`src/rtl/core_pkg.sv`:
```
// core_pkg: shared core widths, the fetch buffer entry type and the NOP encoding
package core_pkg;
  localparam int DATA_WIDTH = 32;
  localparam int INST_MEM_ADDR_WIDTH = 16;
  localparam logic [DATA_WIDTH-1:0] NOP_INST = 32'h0000_0013;
  typedef struct packed {
    logic [31:0] pc;
    logic [DATA_WIDTH-1:0] inst;
    logic err;
  } if_entry_t;
endpackage

```
`src/rtl/if_fetch_fifo.sv`:
```
// if_fetch_fifo: fetch buffer with sync clear, push/pop and a combinational head
module if_fetch_fifo #(
  parameter int DEPTH = 4,
  parameter type T = logic,
  localparam int AW = $clog2(DEPTH)
) (
  input  logic        clk,
  input  logic        rst,
  input  logic        clr,
  input  logic        push,
  input  logic        pop,
  input  T            din,
  output T            head,
  output logic [AW:0] count
);
  T mem_q [DEPTH];
  T mem_d [DEPTH];
  logic [AW-1:0] wp_q, wp_d, rp_q, rp_d;
  logic [AW:0] cnt_q, cnt_d;
  // clear drops all entries but still lets a same-cycle push land as the only entry
  always_comb begin
    mem_d = mem_q;
    wp_d = clr ? '0 : wp_q;
    rp_d = clr ? '0 : rp_q + AW'(pop);
    cnt_d = clr ? '0 : cnt_q - (AW+1)'(pop);
    if (push) begin
      mem_d[wp_d] = din;
      wp_d = wp_d + AW'(1);
    end
    cnt_d = cnt_d + (AW+1)'(push);
  end
  // pointers and count reset; storage needs no reset since count gates validity
  always_ff @(posedge clk) begin
    mem_q <= mem_d;
    if (rst) begin
      wp_q <= '0;
      rp_q <= '0;
      cnt_q <= '0;
    end else begin
      wp_q <= wp_d;
      rp_q <= rp_d;
      cnt_q <= cnt_d;
    end
  end
  assign head = mem_q[rp_q];
  assign count = cnt_q;
endmodule

```
`src/rtl/if_fetch_unit.sv`:
```
// if_fetch_unit: credit-based sequential fetch with redirect flush; IF_MISALIGN_CHECK_EN enables misaligned-target traps
module if_fetch_unit
  import core_pkg::*;
#(
  parameter int PC_WIDTH = 32,
  parameter logic [PC_WIDTH-1:0] RESET_PC = '0,
  parameter int FIFO_DEPTH = 4,
  parameter int INST_MEM_ADDR_WIDTH = core_pkg::INST_MEM_ADDR_WIDTH
) (
  input  logic                           clk,
  input  logic                           rst,
  output logic                           imem_req_o,
  output logic [INST_MEM_ADDR_WIDTH-1:0] imem_addr_o,
  input  logic [DATA_WIDTH-1:0]          imem_rdata_i,
  input  logic                           redirect_i,
  input  logic [PC_WIDTH-1:0]            redirect_pc_i,
  output logic                           if_valid_o,
  input  logic                           if_ready_i,
  output logic [DATA_WIDTH-1:0]          inst_o,
  output logic [PC_WIDTH-1:0]            pc_o,
  output logic                           fetch_err_o
);
  localparam int CW = $clog2(FIFO_DEPTH) + 1;
  logic [PC_WIDTH-1:0] pc_q, pc_d, req_pc_q, req_pc_d, fetch_pc, tgt;
  logic inflight_q, inflight_d;
  logic pop, push, clr, misalign, halted;
  logic [CW-1:0] count;
  logic [CW:0] occ;
  if_entry_t din, head;
`ifdef IF_MISALIGN_CHECK_EN
  logic halt_q, halt_d;
  assign misalign = redirect_i & |redirect_pc_i[1:0];
  assign halted = halt_q;
  assign halt_d = redirect_i ? misalign : halt_q;
  // a misaligned redirect parks fetch until a clean redirect arrives
  always_ff @(posedge clk) halt_q <= rst ? 1'b0 : halt_d;
  assign fetch_err_o = head.err;
`else
  logic unused_err;
  assign misalign = 1'b0;
  assign halted = 1'b0;
  assign unused_err = head.err;
  assign fetch_err_o = 1'b0;
`endif
  // credit check counts buffered plus in-flight slots, freeing the slot popped this cycle
  always_comb begin
    pop = if_valid_o & if_ready_i;
    occ = (CW+1)'(count) + (CW+1)'(inflight_q) - (CW+1)'(pop);
    tgt = redirect_pc_i & ~PC_WIDTH'(3);
    imem_req_o = ~rst & (redirect_i ? ~misalign : (~halted & (occ < (CW+1)'(FIFO_DEPTH))));
    fetch_pc = redirect_i ? tgt : pc_q;
    imem_addr_o = fetch_pc[INST_MEM_ADDR_WIDTH+1:2];
    pc_d = imem_req_o ? fetch_pc + PC_WIDTH'(4) : pc_q;
    req_pc_d = imem_req_o ? fetch_pc : req_pc_q;
    inflight_d = imem_req_o;
    clr = redirect_i;
    push = misalign | (inflight_q & ~redirect_i);
    din = misalign ? if_entry_t'{pc: 32'(redirect_pc_i), inst: NOP_INST, err: 1'b1}
                   : if_entry_t'{pc: 32'(req_pc_q), inst: imem_rdata_i, err: 1'b0};
  end
  // PC, the PC of the outstanding read, and the in-flight flag
  always_ff @(posedge clk) begin
    if (rst) begin
      pc_q <= RESET_PC;
      req_pc_q <= RESET_PC;
      inflight_q <= 1'b0;
    end else begin
      pc_q <= pc_d;
      req_pc_q <= req_pc_d;
      inflight_q <= inflight_d;
    end
  end
  if_fetch_fifo #(.DEPTH(FIFO_DEPTH), .T(if_entry_t)) u_fifo (
    .clk(clk),
    .rst(rst),
    .clr(clr),
    .push(push),
    .pop(pop),
    .din(din),
    .head(head),
    .count(count)
  );
  assign if_valid_o = count != '0;
  assign inst_o = head.inst;
  assign pc_o = PC_WIDTH'(head.pc);
endmodule

```
`config.mk`:
```
export PLATFORM = sky130hd
export DESIGN_NAME = if_fetch_unit
export DESIGN_NICKNAME = d
export VERILOG_FILES = /design/src/rtl/core_pkg.sv /design/src/rtl/if_fetch_fifo.sv /design/src/rtl/if_fetch_unit.sv
export SDC_FILE = /design/constraint.sdc
export NUM_CORES = 1
export LEC_CHECK = 0
export BUFFER_PORTS_ARGS = -buffer_cell sky130_fd_sc_hd__buf_2
export CORE_AREA = 8 8 189 191
export CTS_CLUSTER_SIZE = 16
export DETAILED_ROUTE_END_ITERATION = 10
export DIE_AREA = 0 0 197 199
export SLEW_MARGIN = 0
export SYNTH_ARGS = -nofsm -noshare
export SYNTH_HDL_FRONTEND = slang
export SYNTH_SLANG_ARGS = --single-unit
```
`constraint.sdc`:
```
create_clock -name clk -period 4.95 [get_ports clk]
set_clock_uncertainty 0.1 [all_clocks]
set_input_delay 0.495 -clock clk [delete_from_list [all_inputs] [get_ports clk]]
set_output_delay 0.495 -clock clk [all_outputs]
set_load 0.1 [all_outputs]
```
Yosys cells after proc, flatten, opt, wreduce, memory -nomap -nowiden --
Cells that the tools add are included.
Word-level totals: logic and storage cells 50, bits of input ports 68, bits in registers 332, output and inout bits 83
Cells by class: $lt $le $gt $ge 4, add/subtract/negate cells 7, bitwise operators 7, reduce and logical (&&, ||, !) cells 3, multiplexer cells 11
Operators by type and width (count):
- $bwmux W260 | 1
- $mux W65 | 3
- $bmux W65 S2 | 1
- $demux W65 S2 | 1
- $add A32 B3 Y32 const B | 1
- $mux W32 | 1
- $ge A3 B3 Y1 const B | 2
- $not A2 Y3 | 2
- $add A3 B1 Y4 | 1
- $lt A4 B3 Y1 const B | 1
- $mux W2 | 2
- $sub A4 B1 Y4 | 1
- $add A3 B1 Y3 | 1
- $and A1 B1 Y1 | 3
- $lt A3 B1 Y1 const B | 1
- $mux W3 | 1
- $reduce_bool A3 Y1 | 1
- $sub A3 B1 Y3 | 1
- $add A2 B1 Y2 | 1
- $add A2 B1 Y2 const B | 1
- $not A1 Y1 | 2
- $reduce_or A2 Y1 | 1
- $logic_and A1 B1 Y1 | 1
- $mux W1 | 1

Longest topological paths before layout --
Gate-level depths: netlist (run 1).
word-level depth 7, mapped depth 15, depth with buffers taken out 12

Modules after synthesis --
Synthesis (run 1) repeated with hierarchy kept, for this count alone.
Second synthesis, totals: cells, all modules 812, area total of the unflattened synthesis 13300.3 sq um
By module, submodules not included:
- if_fetch_fifo | seq. area each 7947.6 sq um, times used 1, area an instance 9771.9 sq um, cells each 377
- if_fetch_unit | seq. area each 1221.2 sq um, times used 1, area an instance 3528.4 sq um, cells each 435

Worst setup path after synthesis (run 1) --
Ideal clock, no wire load.
path type reg2reg, start register u_fifo.cnt_q[2], in the netlist u_fifo.count[2], end register pc_q[22], stages on the path, launching flop included 14, path slack 0.474 ns, library setup time 0.119 ns, path buffers 2, arrival 4.258 ns, clock period less this slack 4.476 ns, required time 4.731 ns, path through dfxtp_1 clkbuf_1 inv_1 nand3_1 and2_1 ha_1 inv_1 ha_1 nand3b_1 nand2_1 a221oi_1 nor2_1 clkbuf_1 a32o_1
On the way: longest elaborated chain between the ends 6, elaborated cells on any way between the ends 7, classes of those cells 2 x add/sub; 1 x order compare; 1 x mux; 2 x bitwise; 1 x reduce/logical
RTL lines:
- start: declaration | line if_fetch_fifo.sv:19 | logic [AW:0] cnt_q, cnt_d;
- start signal: assignment | line if_fetch_fifo.sv:42 | cnt_q <= cnt_d;
- $reduce_bool A3 Y1 | line if_fetch_unit.sv:83 | assign if_valid_o = count != '0;
- via if_valid_o | line if_fetch_unit.sv:17 | output logic if_valid_o,
- $and A1 B1 Y1 | line if_fetch_unit.sv:47 | pop = if_valid_o & if_ready_i;
- $sub A4 B1 Y4 | line if_fetch_unit.sv:48 | occ = (CW+1)'(count) + (CW+1)'(inflight_q) - (CW+1)'(pop);
- $lt A4 B3 Y1 | line if_fetch_unit.sv:50 | imem_req_o = ~rst & (redirect_i ? ~misalign : (~halted & (occ < (CW+1)'(FIFO_DEPTH))));
- $mux W1 | line if_fetch_unit.sv:50
- $and A1 B1 Y1 | line if_fetch_unit.sv:50
- via imem_req_o | line if_fetch_unit.sv:12 | output logic imem_req_o,
- end signal: assignment | line if_fetch_unit.sv:68 | pc_q <= pc_d;
- end: declaration | line if_fetch_unit.sv:24 | logic [PC_WIDTH-1:0] pc_q, pc_d, req_pc_q, req_pc_d, fetch_pc, tgt;
The timed path passes the listed nets, and every way through them passes these cells. A chain may end at the register's enable or synchronous reset.

Worst setup path after layout (run 1) --
start register u_fifo.cnt_q[2], in the netlist u_fifo.count[2], end output port imem_req_o
On the way: longest elaborated chain between the ends 6, elaborated cells on any way between the ends 7, classes of those cells 2 x add/sub; 1 x order compare; 1 x mux; 2 x bitwise; 1 x reduce/logical
RTL lines (line):
- parallel branches: the longest is 2 deep, another holds $add A3 B1 Y4
- $sub A4 B1 Y4 * | if_fetch_unit.sv:48
- $lt A4 B3 Y1 * | if_fetch_unit.sv:50
- $mux W1 * | if_fetch_unit.sv:50
- $and A1 B1 Y1 * | if_fetch_unit.sv:50
- end: declaration | if_fetch_unit.sv:12
Every way passes the cells marked *.

==> report_table.html, run 1 <==
<table>
<tr><th>Metric</th><th>Value</th></tr>
<tr><th colspan="2">Logic synthesis</th></tr>
<tr><td>Count of synthesis-stage warnings from yosys</td><td>0</td></tr>
<tr><td>Portion of the post-synthesis area used by sequential elements</td><td>0.6851</td></tr>
<tr><td>Synthesized flop and latch total</td><td>approximately 320</td></tr>
<tr><td>Dominant synthesized flop cell</td><td>sky130_fd_sc_hd__edfxtp_1</td></tr>
<tr><td>Cell count after synthesis</td><td>about 800</td></tr>
<tr><td>Async set-reset flop share out of synthesis</td><td>0</td></tr>
<tr><td>Count of flip-flops with a built-in enable after synthesis</td><td>between 200 and 250</td></tr>
<tr><td>Mean post-synth cell area</td><td>approximately 16 µm²</td></tr>
<tr><td>Cell area after synthesis</td><td>0.01286 mm²</td></tr>
<tr><td>Unique masters post-synth</td><td>56</td></tr>
<tr><th colspan="2">Critical path</th></tr>
<tr><td>Nature of the critical path endpoint</td><td>primary output</td></tr>
<tr><td>Data required time of the worst path</td><td>between 4 and 5 ns</td></tr>
<tr><td>Top cell family by delay on the critical path</td><td>simple AND/OR/NAND/NOR gates</td></tr>
<tr><td>Worst setup path class</td><td>reg2out</td></tr>
<tr><td>Beginning of the worst register-to-register path</td><td>u_fifo.count[2]</td></tr>
<tr><td>Worst setup startpoint</td><td>u_fifo.count[2]</td></tr>
<tr><td>Worst Path Max Fanout</td><td>8</td></tr>
<tr><td>Cells along the critical path</td><td>inv_1 -&gt; nand3_1 -&gt; and2_1 -&gt; ha_1 -&gt; inv_1 -&gt; ha_1 -&gt; nand2b_1 -&gt; o22ai_1 -&gt; a221oi_2 -&gt; nor2_1 -&gt; buf_2</td></tr>
<tr><td>CP Launch Type</td><td>flop</td></tr>
<tr><td>WP data arrival</td><td>approximately 3.1 ns</td></tr>
<tr><td>Max stage delay cell, worst path</td><td>sky130_fd_sc_hd__buf_2</td></tr>
<tr><td>Crit path largest cell delay</td><td>between 0.4 and 0.5 ns</td></tr>
<tr><td>Worst path buffer plus inverter count</td><td>3</td></tr>
<tr><th colspan="2">Clock network</th></tr>
<tr><td># clock sinks</td><td>about 320</td></tr>
<tr><td>Setup Fix Bufs, Post-CTS</td><td>0</td></tr>
<tr><td>Max H-tree Level</td><td>2</td></tr>
<tr><td>Number of instances resized during post-cts repair</td><td>0</td></tr>
<tr><td>Worst-path clk slew</td><td>around 0.060 ns</td></tr>
<tr><td>Hold Buf Count CTS</td><td>0</td></tr>
<tr><td>TritonCTS Buffers</td><td>35</td></tr>
<tr><td>Cell at the root of the clock tree</td><td>sky130_fd_sc_hd__clkbuf_16</td></tr>
<tr><td>TritonCTS clock tree</td><td>done</td></tr>
<tr><td>Maximum clock path buffer count</td><td>3</td></tr>
<tr><td>Clock latency of the later-clocked register in the worst-skew pair</td><td>about 0.50 ns</td></tr>
<tr><th colspan="2">Route</th></tr>
<tr><td>Via Count</td><td>roughly 7200</td></tr>
<tr><td>Average routed wire per standard cell</td><td>between 15 and 20 µm</td></tr>
<tr><td>Pre-Repair DR Iteration Count</td><td>6</td></tr>
<tr><td>DRC viols</td><td>0</td></tr>
<tr><td>Starting DRT DRC Count</td><td>between 200 and 300</td></tr>
<tr><td>Number of nets still failing antenna checks after routing</td><td>0</td></tr>
<tr><td>Vias per Instance</td><td>~5</td></tr>
<tr><td>Routed Wire Length</td><td>between 20 and 30 mm</td></tr>
<tr><th colspan="2">Min path</th></tr>
<tr><td>HP Start</td><td>imem_rdata_i[25]</td></tr>
<tr><td>Class of the worst hold path</td><td>in2reg</td></tr>
<tr><th colspan="2">Timing</th></tr>
<tr><td>Headroom to the max-slew limit</td><td>0.2865</td></tr>
<tr><td>Final period demand of the worst path</td><td>3.642 ns</td></tr>
<tr><td>Total negative slack for setup checks</td><td>0 ns</td></tr>
<tr><td>Final setup violating endpoints</td><td>0</td></tr>
<tr><td>Transition time at the pin with the least slew margin</td><td>1.070 ns</td></tr>
<tr><td>Final Max Slew Viols</td><td>0</td></tr>
<tr><td>Highest clock frequency the design can meet</td><td>between 0.2 and 0.3 GHz</td></tr>
<tr><td>Unrepaired setup endpoints after global routing</td><td>false</td></tr>
<tr><td>Worst hold margin</td><td>approximately 0.11 ns</td></tr>
<tr><td>Number of failing hold endpoints at the final stage</td><td>0</td></tr>
<tr><td>Post-route clock period utilization</td><td>0.7357</td></tr>
<tr><td>Setup ws final</td><td>about 1.3 ns</td></tr>
<tr><th colspan="2">Floorplanning</th></tr>
<tr><td>Effective utilization at floorplan</td><td>0.3913</td></tr>
<tr><td>Die ar.</td><td>about 0.039 mm²</td></tr>
<tr><td>Number of I/O pins</td><td>~150</td></tr>
<tr><td>Die outline width</td><td>197 µm</td></tr>
<tr><td>Placeable core area</td><td>between 0.03 and 0.04 mm²</td></tr>
<tr><td>Overall die height</td><td>199 µm</td></tr>
<tr><td>Floorplan row count</td><td>67</td></tr>
<tr><th colspan="2">Final layout</th></tr>
<tr><td>Area taken by flip-flops and latches</td><td>0.008816 mm²</td></tr>
<tr><td>Share of layout cells above drive strength 1</td><td>0.2997</td></tr>
<tr><td>Final layout net count</td><td>just over 1000</td></tr>
<tr><td>Multi-input gate area in the final layout</td><td>0.003692 mm²</td></tr>
<tr><td>Fill cell count</td><td>between 2000 and 3000</td></tr>
<tr><td>Count of inserted antenna diode cells</td><td>0</td></tr>
<tr><td>Fin area</td><td>about 0.015 mm²</td></tr>
<tr><td>Commonest cells after routing, fill and taps aside</td><td>sky130_fd_sc_hd__edfxtp_1, sky130_fd_sc_hd__buf_2, sky130_fd_sc_hd__dfxtp_1</td></tr>
<tr><td>Final core utilization</td><td>0.4582</td></tr>
<tr><td>Most common cell after layout, fill and taps aside</td><td>sky130_fd_sc_hd__edfxtp_1</td></tr>
<tr><td>P&amp;R area growth vs syn</td><td>17.11%</td></tr>
<tr><th colspan="2">Placement</th></tr>
<tr><td>Placed cell area</td><td>between 0.01 and 0.015 mm²</td></tr>
<tr><td>Placement Setup Slack</td><td>approximately 1.4 ns</td></tr>
<tr><td>Placed wire-length estimate after detailed placement</td><td>between 15 and 20 mm</td></tr>
<tr><td>GP Congestion</td><td>a little over 0.8</td></tr>
<tr><td>Port Buf Inserts</td><td>around 150</td></tr>
<tr><th colspan="2">GRT</th></tr>
<tr><td>Initial antenna violation count</td><td>0</td></tr>
<tr><td>Vias in the first global route</td><td>between 7000 and 8000</td></tr>
<tr><td>Congestion Overflow GR</td><td>0</td></tr>
<tr><td>Largest net degree at the start of global routing</td><td>64</td></tr>
<tr><td>First-pass GRT wire length</td><td>42.70 mm</td></tr>
<tr><td>Overall Global Routing Usage</td><td>0.1398</td></tr>
<tr><th colspan="2">Run status</th></tr>
<tr><td>Status</td><td>completed</td></tr>
<tr><th colspan="2">Power</th></tr>
<tr><td>Static leakage power</td><td>between 5 and 6 nW</td></tr>
<tr><td>Highest ir drop seen on vdd</td><td>0.2498 mV</td></tr>
<tr><td>Pwr dens</td><td>444.7 mW/mm²</td></tr>
<tr><th colspan="2">Job</th></tr>
<tr><td>Total of max-cap violations</td><td>0</td></tr>
</table>
-- synth_stat cells, types with 11 or more instances --
master	count	area, µm²
sky130_fd_sc_hd__a21oi_1	20	100.1
sky130_fd_sc_hd__xnor2_1	21	183.9
sky130_fd_sc_hd__inv_1	17	63.81
sky130_fd_sc_hd__edfxtp_1	248	7447
sky130_fd_sc_hd__dfxtp_1	68	1361
sky130_fd_sc_hd__mux4_2	62	1396
sky130_fd_sc_hd__nand2_1	36	135.1
sky130_fd_sc_hd__ha_1	13	162.7
sky130_fd_sc_hd__a211oi_1	24	180.2
sky130_fd_sc_hd__buf_1	11	41.29
sky130_fd_sc_hd__mux2i_1	27	270.3
sky130_fd_sc_hd__nand3_1	17	85.08
sky130_fd_sc_hd__buf_4	19	142.6
sky130_fd_sc_hd__nor2_1	43	161.4
sky130_fd_sc_hd__nor3_1	20	100.1
sky130_fd_sc_hd__clkbuf_1	25	93.84
-- power by group --
| group | internal [W] | switching, W |
|---|---|---|
| combinational | 0.000258 | 0.000825 |
| clock | 0.00150 | 0.000993 |
| sequential | 0.00302 | 0.0000973 |
| total | 0.00478 | 0.00192 |
-- layout make-up --
class                   count  share of cell area
well taps                 448             0.03723
clock buffers              47             0.06540
inverters                  18            0.004487
repair buffers            155             0.05401
multi-input cells         401              0.2452
flip-flops and latches    316              0.5855
clock inverters            14            0.008144
-- through the flow --
step,power (W),std cells
2_1_floorplan,0.004048,796
3_3_place_gp,0.004259,1338
3_5_place_dp,0.004273,1338
4_1_cts,0.006788,1399
5_1_grt,0.006955,1399
6_report,0.006695,1399
-- per-layer routing --
layer	up-vias	wire (µm)	track usage
met4	0	485	0.03566
met2	179	12600	0.2233
li1	3346	-	-
met3	40	1708	0.03502
met5	-	0	0
met1	3609	12720	0.1891
-- sequential cells by signal (all words and copies together) (netlist names) --
name,flops
u_fifo.wp_q,2
u_fifo.rp_q,2
u_fifo.mem_q,248
pc_q,30
inflight_q,1
req_pc_q,30
u_fifo.count,3
-- cell families (layout without fill, tap and decap cells) --
| kind of cell | count (synthesis) | in the layout | share of synthesized area |
|---|---|---|---|
| DFF | 316 | 316 | 0.6851 |
| and+or+nand+nor | 171 | 171 | 0.06851 |
| muxes | 95 | 95 | 0.1349 |
| AOI/OAI and AO/OA | 93 | 93 | 0.05119 |
| buffers and inverters | 79 | 234 | 0.02968 |
| xor gates and xnor gates | 26 | 26 | 0.01771 |
| adders and majority gates | 13 | 13 | 0.01265 |
| other | 1 | 3 | 0.0002917 |
-- path summary, 6_finish.rpt --
kind | end | slack (ns) | depth (start not counted)
max reg2reg | pc_q[13] | 1.40 | 12
min | u_fifo.mem_q[156] | 0.11 | 1
max | imem_req_o | 1.31 | 11
min reg2reg | pc_q[23] | 0.35 | 2
No activity file was read; power rests on OpenSTA's default activity.
==> inputs of run 2 (changes only) <==
--- a/config.mk
+++ b/config.mk
@@ -5,11 +5,12 @@
 export SDC_FILE = /design/constraint.sdc
 export NUM_CORES = 1
 export LEC_CHECK = 0
+export ABC_AREA = 1
 export BUFFER_PORTS_ARGS = -buffer_cell sky130_fd_sc_hd__buf_2
-export CORE_AREA = 8 8 189 191
+export CORE_AREA = 8 8 193 195
 export CTS_CLUSTER_SIZE = 16
 export DETAILED_ROUTE_END_ITERATION = 10
-export DIE_AREA = 0 0 197 199
+export DIE_AREA = 0 0 201 203
 export SLEW_MARGIN = 0
 export SYNTH_ARGS = -nofsm -noshare
 export SYNTH_HDL_FRONTEND = slang
==> constraint.sdc (replaced) <==
create_clock -name clk -period 3.74 [get_ports clk]
set_clock_uncertainty 0.1 [all_clocks]
set_input_delay 0.374 -clock clk [delete_from_list [all_inputs] [get_ports clk]]
set_output_delay 0.374 -clock clk [all_outputs]
set_load 0.1 [all_outputs]
==> run 2 against run 1 <==
Compared with the run above: critical path depth rose by 5; clock power rose by 36%; cell area rose by 6.6%; non-clock buffer count rose by 46; sequential share of layout area fell by 3.6 points; area after synthesis rose by 4.3%; final cell count rose by 36%; utilization rose by 1.2 points; die area rose by 4.1%; count of clock-buffer cells in the layout did not move; critical path type unchanged.
==> report_table.html, run 2 <==
<table>
<tr><th>Metric</th><th>Value</th></tr>
<tr><th colspan="2">Timing</th></tr>
<tr><td>Final period demand of the worst path</td><td>approximately 3.4 ns</td></tr>
<tr><td>Highest clock frequency the design can meet</td><td>approximately 0.3 GHz</td></tr>
<tr><td>Number of failing hold endpoints at the final stage</td><td>0</td></tr>
<tr><td>Setup ws final</td><td>roughly 0.34 ns</td></tr>
<tr><td>Headroom to the max-slew limit</td><td>0.4732</td></tr>
<tr><td>Post-route clock period utilization</td><td>0.9100</td></tr>
<tr><td>Transition time at the pin with the least slew margin</td><td>between 0.7 and 0.8 ns</td></tr>
<tr><td>Total negative slack for setup checks</td><td>0 ns</td></tr>
<tr><td>Final Max Slew Viols</td><td>0</td></tr>
<tr><td>Unrepaired setup endpoints after global routing</td><td>false</td></tr>
<tr><td>Final setup violating endpoints</td><td>0</td></tr>
<tr><th colspan="2">GRT</th></tr>
<tr><td>Overall Global Routing Usage</td><td>0.1539</td></tr>
<tr><td>Initial antenna violation count</td><td>0</td></tr>
<tr><td>Vias in the first global route</td><td>roughly 8900</td></tr>
<tr><td>Largest net degree at the start of global routing</td><td>126</td></tr>
<tr><td>First-pass GRT wire length</td><td>between 50 and 60 mm</td></tr>
<tr><td>Congestion Overflow GR</td><td>0</td></tr>
<tr><th colspan="2">Final layout</th></tr>
<tr><td>Fin area</td><td>0.01605 mm²</td></tr>
<tr><td>Count of inserted antenna diode cells</td><td>0</td></tr>
<tr><td>Largest reg by FF count</td><td>u_fifo.mem_q</td></tr>
<tr><td>P&amp;R area growth vs syn</td><td>19.71%</td></tr>
<tr><td>Most common cell after layout, fill and taps aside</td><td>sky130_fd_sc_hd__edfxtp_1</td></tr>
<tr><td>Biggest registers after layout</td><td>u_fifo.mem_q: 248 flops, pc_q: 30 flops, req_pc_q: 30 flops</td></tr>
<tr><td>Commonest cells after routing, fill and taps aside</td><td>sky130_fd_sc_hd__edfxtp_1, sky130_fd_sc_hd__nor2_1, sky130_fd_sc_hd__nand2_1</td></tr>
<tr><td>Share of layout cells above drive strength 1</td><td>0.1968</td></tr>
<tr><td>Largest register FFs</td><td>248</td></tr>
<tr><td>Final layout net count</td><td>1500</td></tr>
<tr><td>Final core utilization</td><td>0.4705</td></tr>
<tr><th colspan="2">Clock network</th></tr>
<tr><td>Hold Buf Count CTS</td><td>32</td></tr>
<tr><td>Clock latency of the later-clocked register in the worst-skew pair</td><td>0.51 ns</td></tr>
<tr><td>Setup Fix Bufs, Post-CTS</td><td>0</td></tr>
<tr><td>Maximum clock path buffer count</td><td>3</td></tr>
<tr><td>Number of instances resized during post-cts repair</td><td>0</td></tr>
<tr><td>TritonCTS Buffers</td><td>36</td></tr>
<tr><td>TritonCTS clock tree</td><td>done</td></tr>
<tr><td>Worst-path clk slew</td><td>0.05 ns</td></tr>
<tr><td>Max H-tree Level</td><td>2</td></tr>
<tr><td># clock sinks</td><td>approximately 320</td></tr>
<tr><td>Cell at the root of the clock tree</td><td>sky130_fd_sc_hd__clkbuf_16</td></tr>
<tr><th colspan="2">Floorplanning</th></tr>
<tr><td>Number of I/O pins</td><td>151</td></tr>
<tr><td>Placeable core area</td><td>~0.034 mm²</td></tr>
<tr><td>Die outline width</td><td>201 µm</td></tr>
<tr><td>Die ar.</td><td>a little over 0.04 mm²</td></tr>
<tr><td>Floorplan row count</td><td>a little under 70</td></tr>
<tr><td>Effective utilization at floorplan</td><td>0.3931</td></tr>
<tr><td>Overall die height</td><td>a little over 200 µm</td></tr>
<tr><th colspan="2">Route</th></tr>
<tr><td>Average routed wire per standard cell</td><td>17.15 µm</td></tr>
<tr><td>Starting DRT DRC Count</td><td>a little over 500</td></tr>
<tr><td>Via Count</td><td>between 9000 and 10000</td></tr>
<tr><td>Pre-Repair DR Iteration Count</td><td>5</td></tr>
<tr><td>DRC viols</td><td>0</td></tr>
<tr><td>Vias per Instance</td><td>slightly below 5</td></tr>
<tr><td>Routed Wire Length</td><td>around 33 mm</td></tr>
<tr><td>Number of nets still failing antenna checks after routing</td><td>0</td></tr>
<tr><th colspan="2">Logic synthesis</th></tr>
<tr><td>Async set-reset flop share out of synthesis</td><td>0</td></tr>
<tr><td>Portion of the post-synthesis area used by sequential elements</td><td>0.6568</td></tr>
<tr><td>Synthesized flop and latch total</td><td>approximately 320</td></tr>
<tr><td>Most instantiated cells after synthesis</td><td>sky130_fd_sc_hd__edfxtp_1, sky130_fd_sc_hd__nor2_1, sky130_fd_sc_hd__nand2_1</td></tr>
<tr><td>Post-synthesis cell type with the largest combined area</td><td>sky130_fd_sc_hd__edfxtp_1</td></tr>
<tr><td>Cell types with the largest area share after synthesis</td><td>sky130_fd_sc_hd__edfxtp_1, sky130_fd_sc_hd__dfxtp_1, sky130_fd_sc_hd__o21ai_0</td></tr>
<tr><td>Count leader, synth</td><td>sky130_fd_sc_hd__edfxtp_1</td></tr>
<tr><td>Count of flip-flops with a built-in enable after synthesis</td><td>roughly 250</td></tr>
<tr><td>Top-area cell type share of the netlist area</td><td>0.5553</td></tr>
<tr><td>Cell count after synthesis</td><td>1262</td></tr>
<tr><td>Count of synthesis-stage warnings from yosys</td><td>0</td></tr>
<tr><td>Mean post-synth cell area</td><td>around 11 µm²</td></tr>
<tr><td>Unique masters post-synth</td><td>35</td></tr>
<tr><td>Dominant synthesized flop cell</td><td>sky130_fd_sc_hd__edfxtp_1</td></tr>
<tr><td>Cell area after synthesis</td><td>around 0.013 mm²</td></tr>
<tr><th colspan="2">Power</th></tr>
<tr><td>Highest ir drop seen on vdd</td><td>between 0.3 and 0.4 mV</td></tr>
<tr><td>Tot Pwr</td><td>~0.0091 W</td></tr>
<tr><td>Pwr dens</td><td>between 500 and 600 mW/mm²</td></tr>
<tr><td>Logic gate share of total power</td><td>0.175</td></tr>
<tr><td>Internal power component</td><td>around 0.0064 W</td></tr>
<tr><td>Static leakage power</td><td>6.213 nW</td></tr>
<tr><td>Switch Pwr</td><td>between 0.002 and 0.003 W</td></tr>
<tr><td>Power share of the clock group</td><td>0.372</td></tr>
<tr><td>Switching share of power</td><td>0.2987</td></tr>
<tr><td>Flop pwr share</td><td>0.453</td></tr>
<tr><th colspan="2">Critical path</th></tr>
<tr><td>CP Launch Type</td><td>flop</td></tr>
<tr><td>Worst setup path class</td><td>reg2out</td></tr>
<tr><td>Worst Path Max Fanout</td><td>10</td></tr>
<tr><td>Nature of the critical path endpoint</td><td>primary output</td></tr>
<tr><td>Data required time of the worst path</td><td>3.27 ns</td></tr>
<tr><td>Worst setup startpoint</td><td>u_fifo.count[2]</td></tr>
<tr><td>Beginning of the worst register-to-register path</td><td>u_fifo.count[2]</td></tr>
<tr><td>WP data arrival</td><td>around 2.9 ns</td></tr>
<tr><td>Register-to-Register Path Depth</td><td>17</td></tr>
<tr><th colspan="2">Placement</th></tr>
<tr><td>Placement Setup Slack</td><td>between 0.7 and 0.8 ns</td></tr>
<tr><td>GP Congestion</td><td>approximately 0.86</td></tr>
<tr><td>Port Buf Inserts</td><td>about 150</td></tr>
<tr><td>Placed wire-length estimate after detailed placement</td><td>approximately 21 mm</td></tr>
<tr><td>Placed cell area</td><td>0.01459 mm²</td></tr>
<tr><th colspan="2">Min path</th></tr>
<tr><td>Class of the worst hold path</td><td>in2reg</td></tr>
<tr><td>Worst hold path stage count</td><td>5</td></tr>
<tr><td>HP Start</td><td>redirect_pc_i[29]</td></tr>
<tr><th colspan="2">Job</th></tr>
<tr><td>Total of max-cap violations</td><td>0</td></tr>
<tr><th colspan="2">Run status</th></tr>
<tr><td>Status</td><td>completed</td></tr>
</table>
## run 2: cells by family after synthesis
family / after synthesis / share of synthesized area
and+or+nand+nor: 482 / 0.1543
DFF: 316 / 0.6568
AOI/OAI and AO/OA: 268 / 0.1097
buffers and inverters: 170 / 0.05887
adders and majority gates: 13 / 0.01213
xor gates and xnor gates: 12 / 0.007837
other: 1 / 0.0002796
## run 2: through the flow
step,cells,hold slack (ns)
after global placement,1804,0.3373
after floorplan,1264,0.3264
after global routing,1898,0.1757
after detailed placement,1804,0.3393
final,1898,0.1525
after CTS,1898,0.1233
## run 2: per-layer routing
| metal | part of all wire | GRT usage | wire length, µm | vias up |
|---|---|---|---|---|
| met3 | 0.046 | 0.02949 | 1510 | 36 |
| met1 | 0.48 | 0.2108 | 15520 | 4460 |
| met4 | 0.014 | 0.03075 | 458 | 0 |
| li1 | - | - | - | 4649 |
| met2 | 0.46 | 0.2524 | 15070 | 209 |
| met5 | 0 | 0 | 0 | - |
## run 2: path summary, 6_finish.rpt
path	endpoint	slack, ns
setup / recovery	imem_req_o	0.34
hold / removal	pc_q[29]	0.15
setup reg to reg	pc_q[28]	0.72
hold reg to reg	pc_q[29]	0.35
## run 2: layout make-up
class | instances | area [µm²]
Multi-Input combinational cell | 778 | 3855
Inverter | 86 | 329.1
Tap cell | 455 | 569.3
Fill cell | 3167 | 18060
Clock buffer | 47 | 984.7
Timing Repair Buffer | 201 | 1341
Sequential cell | 316 | 8813
Clock inverter | 15 | 160.2
## run 2: power groups by stage
stage                     clock network (W)  registers, W  logic (W)
final                               0.00339       0.00413    0.00159
after global routing                0.00362       0.00415    0.00170
after CTS                           0.00348       0.00413    0.00161
after detailed placement                  0       0.00420    0.00158
after global placement                    0       0.00419    0.00157
after floorplan                           0       0.00416    0.00127
## run 2: critical path, cell delays in order (launching register included)
cell	delay [ns]
sky130_fd_sc_hd__dfxtp_1	0.36
sky130_fd_sc_hd__inv_1	0.11
sky130_fd_sc_hd__nand3_2	0.09
sky130_fd_sc_hd__and2_1	0.16
sky130_fd_sc_hd__ha_1	0.17
sky130_fd_sc_hd__inv_1	0.05
sky130_fd_sc_hd__ha_1	0.29
sky130_fd_sc_hd__inv_1	0.08
sky130_fd_sc_hd__nor2_1	0.04
sky130_fd_sc_hd__nand2_1	0.08
sky130_fd_sc_hd__nand2_1	0.05
sky130_fd_sc_hd__nand2_1	0.07
sky130_fd_sc_hd__nand3_2	0.25
sky130_fd_sc_hd__nand2_2	0.14
sky130_fd_sc_hd__nand2_1	0.08
sky130_fd_sc_hd__inv_2	0.20
sky130_fd_sc_hd__buf_12	0.21
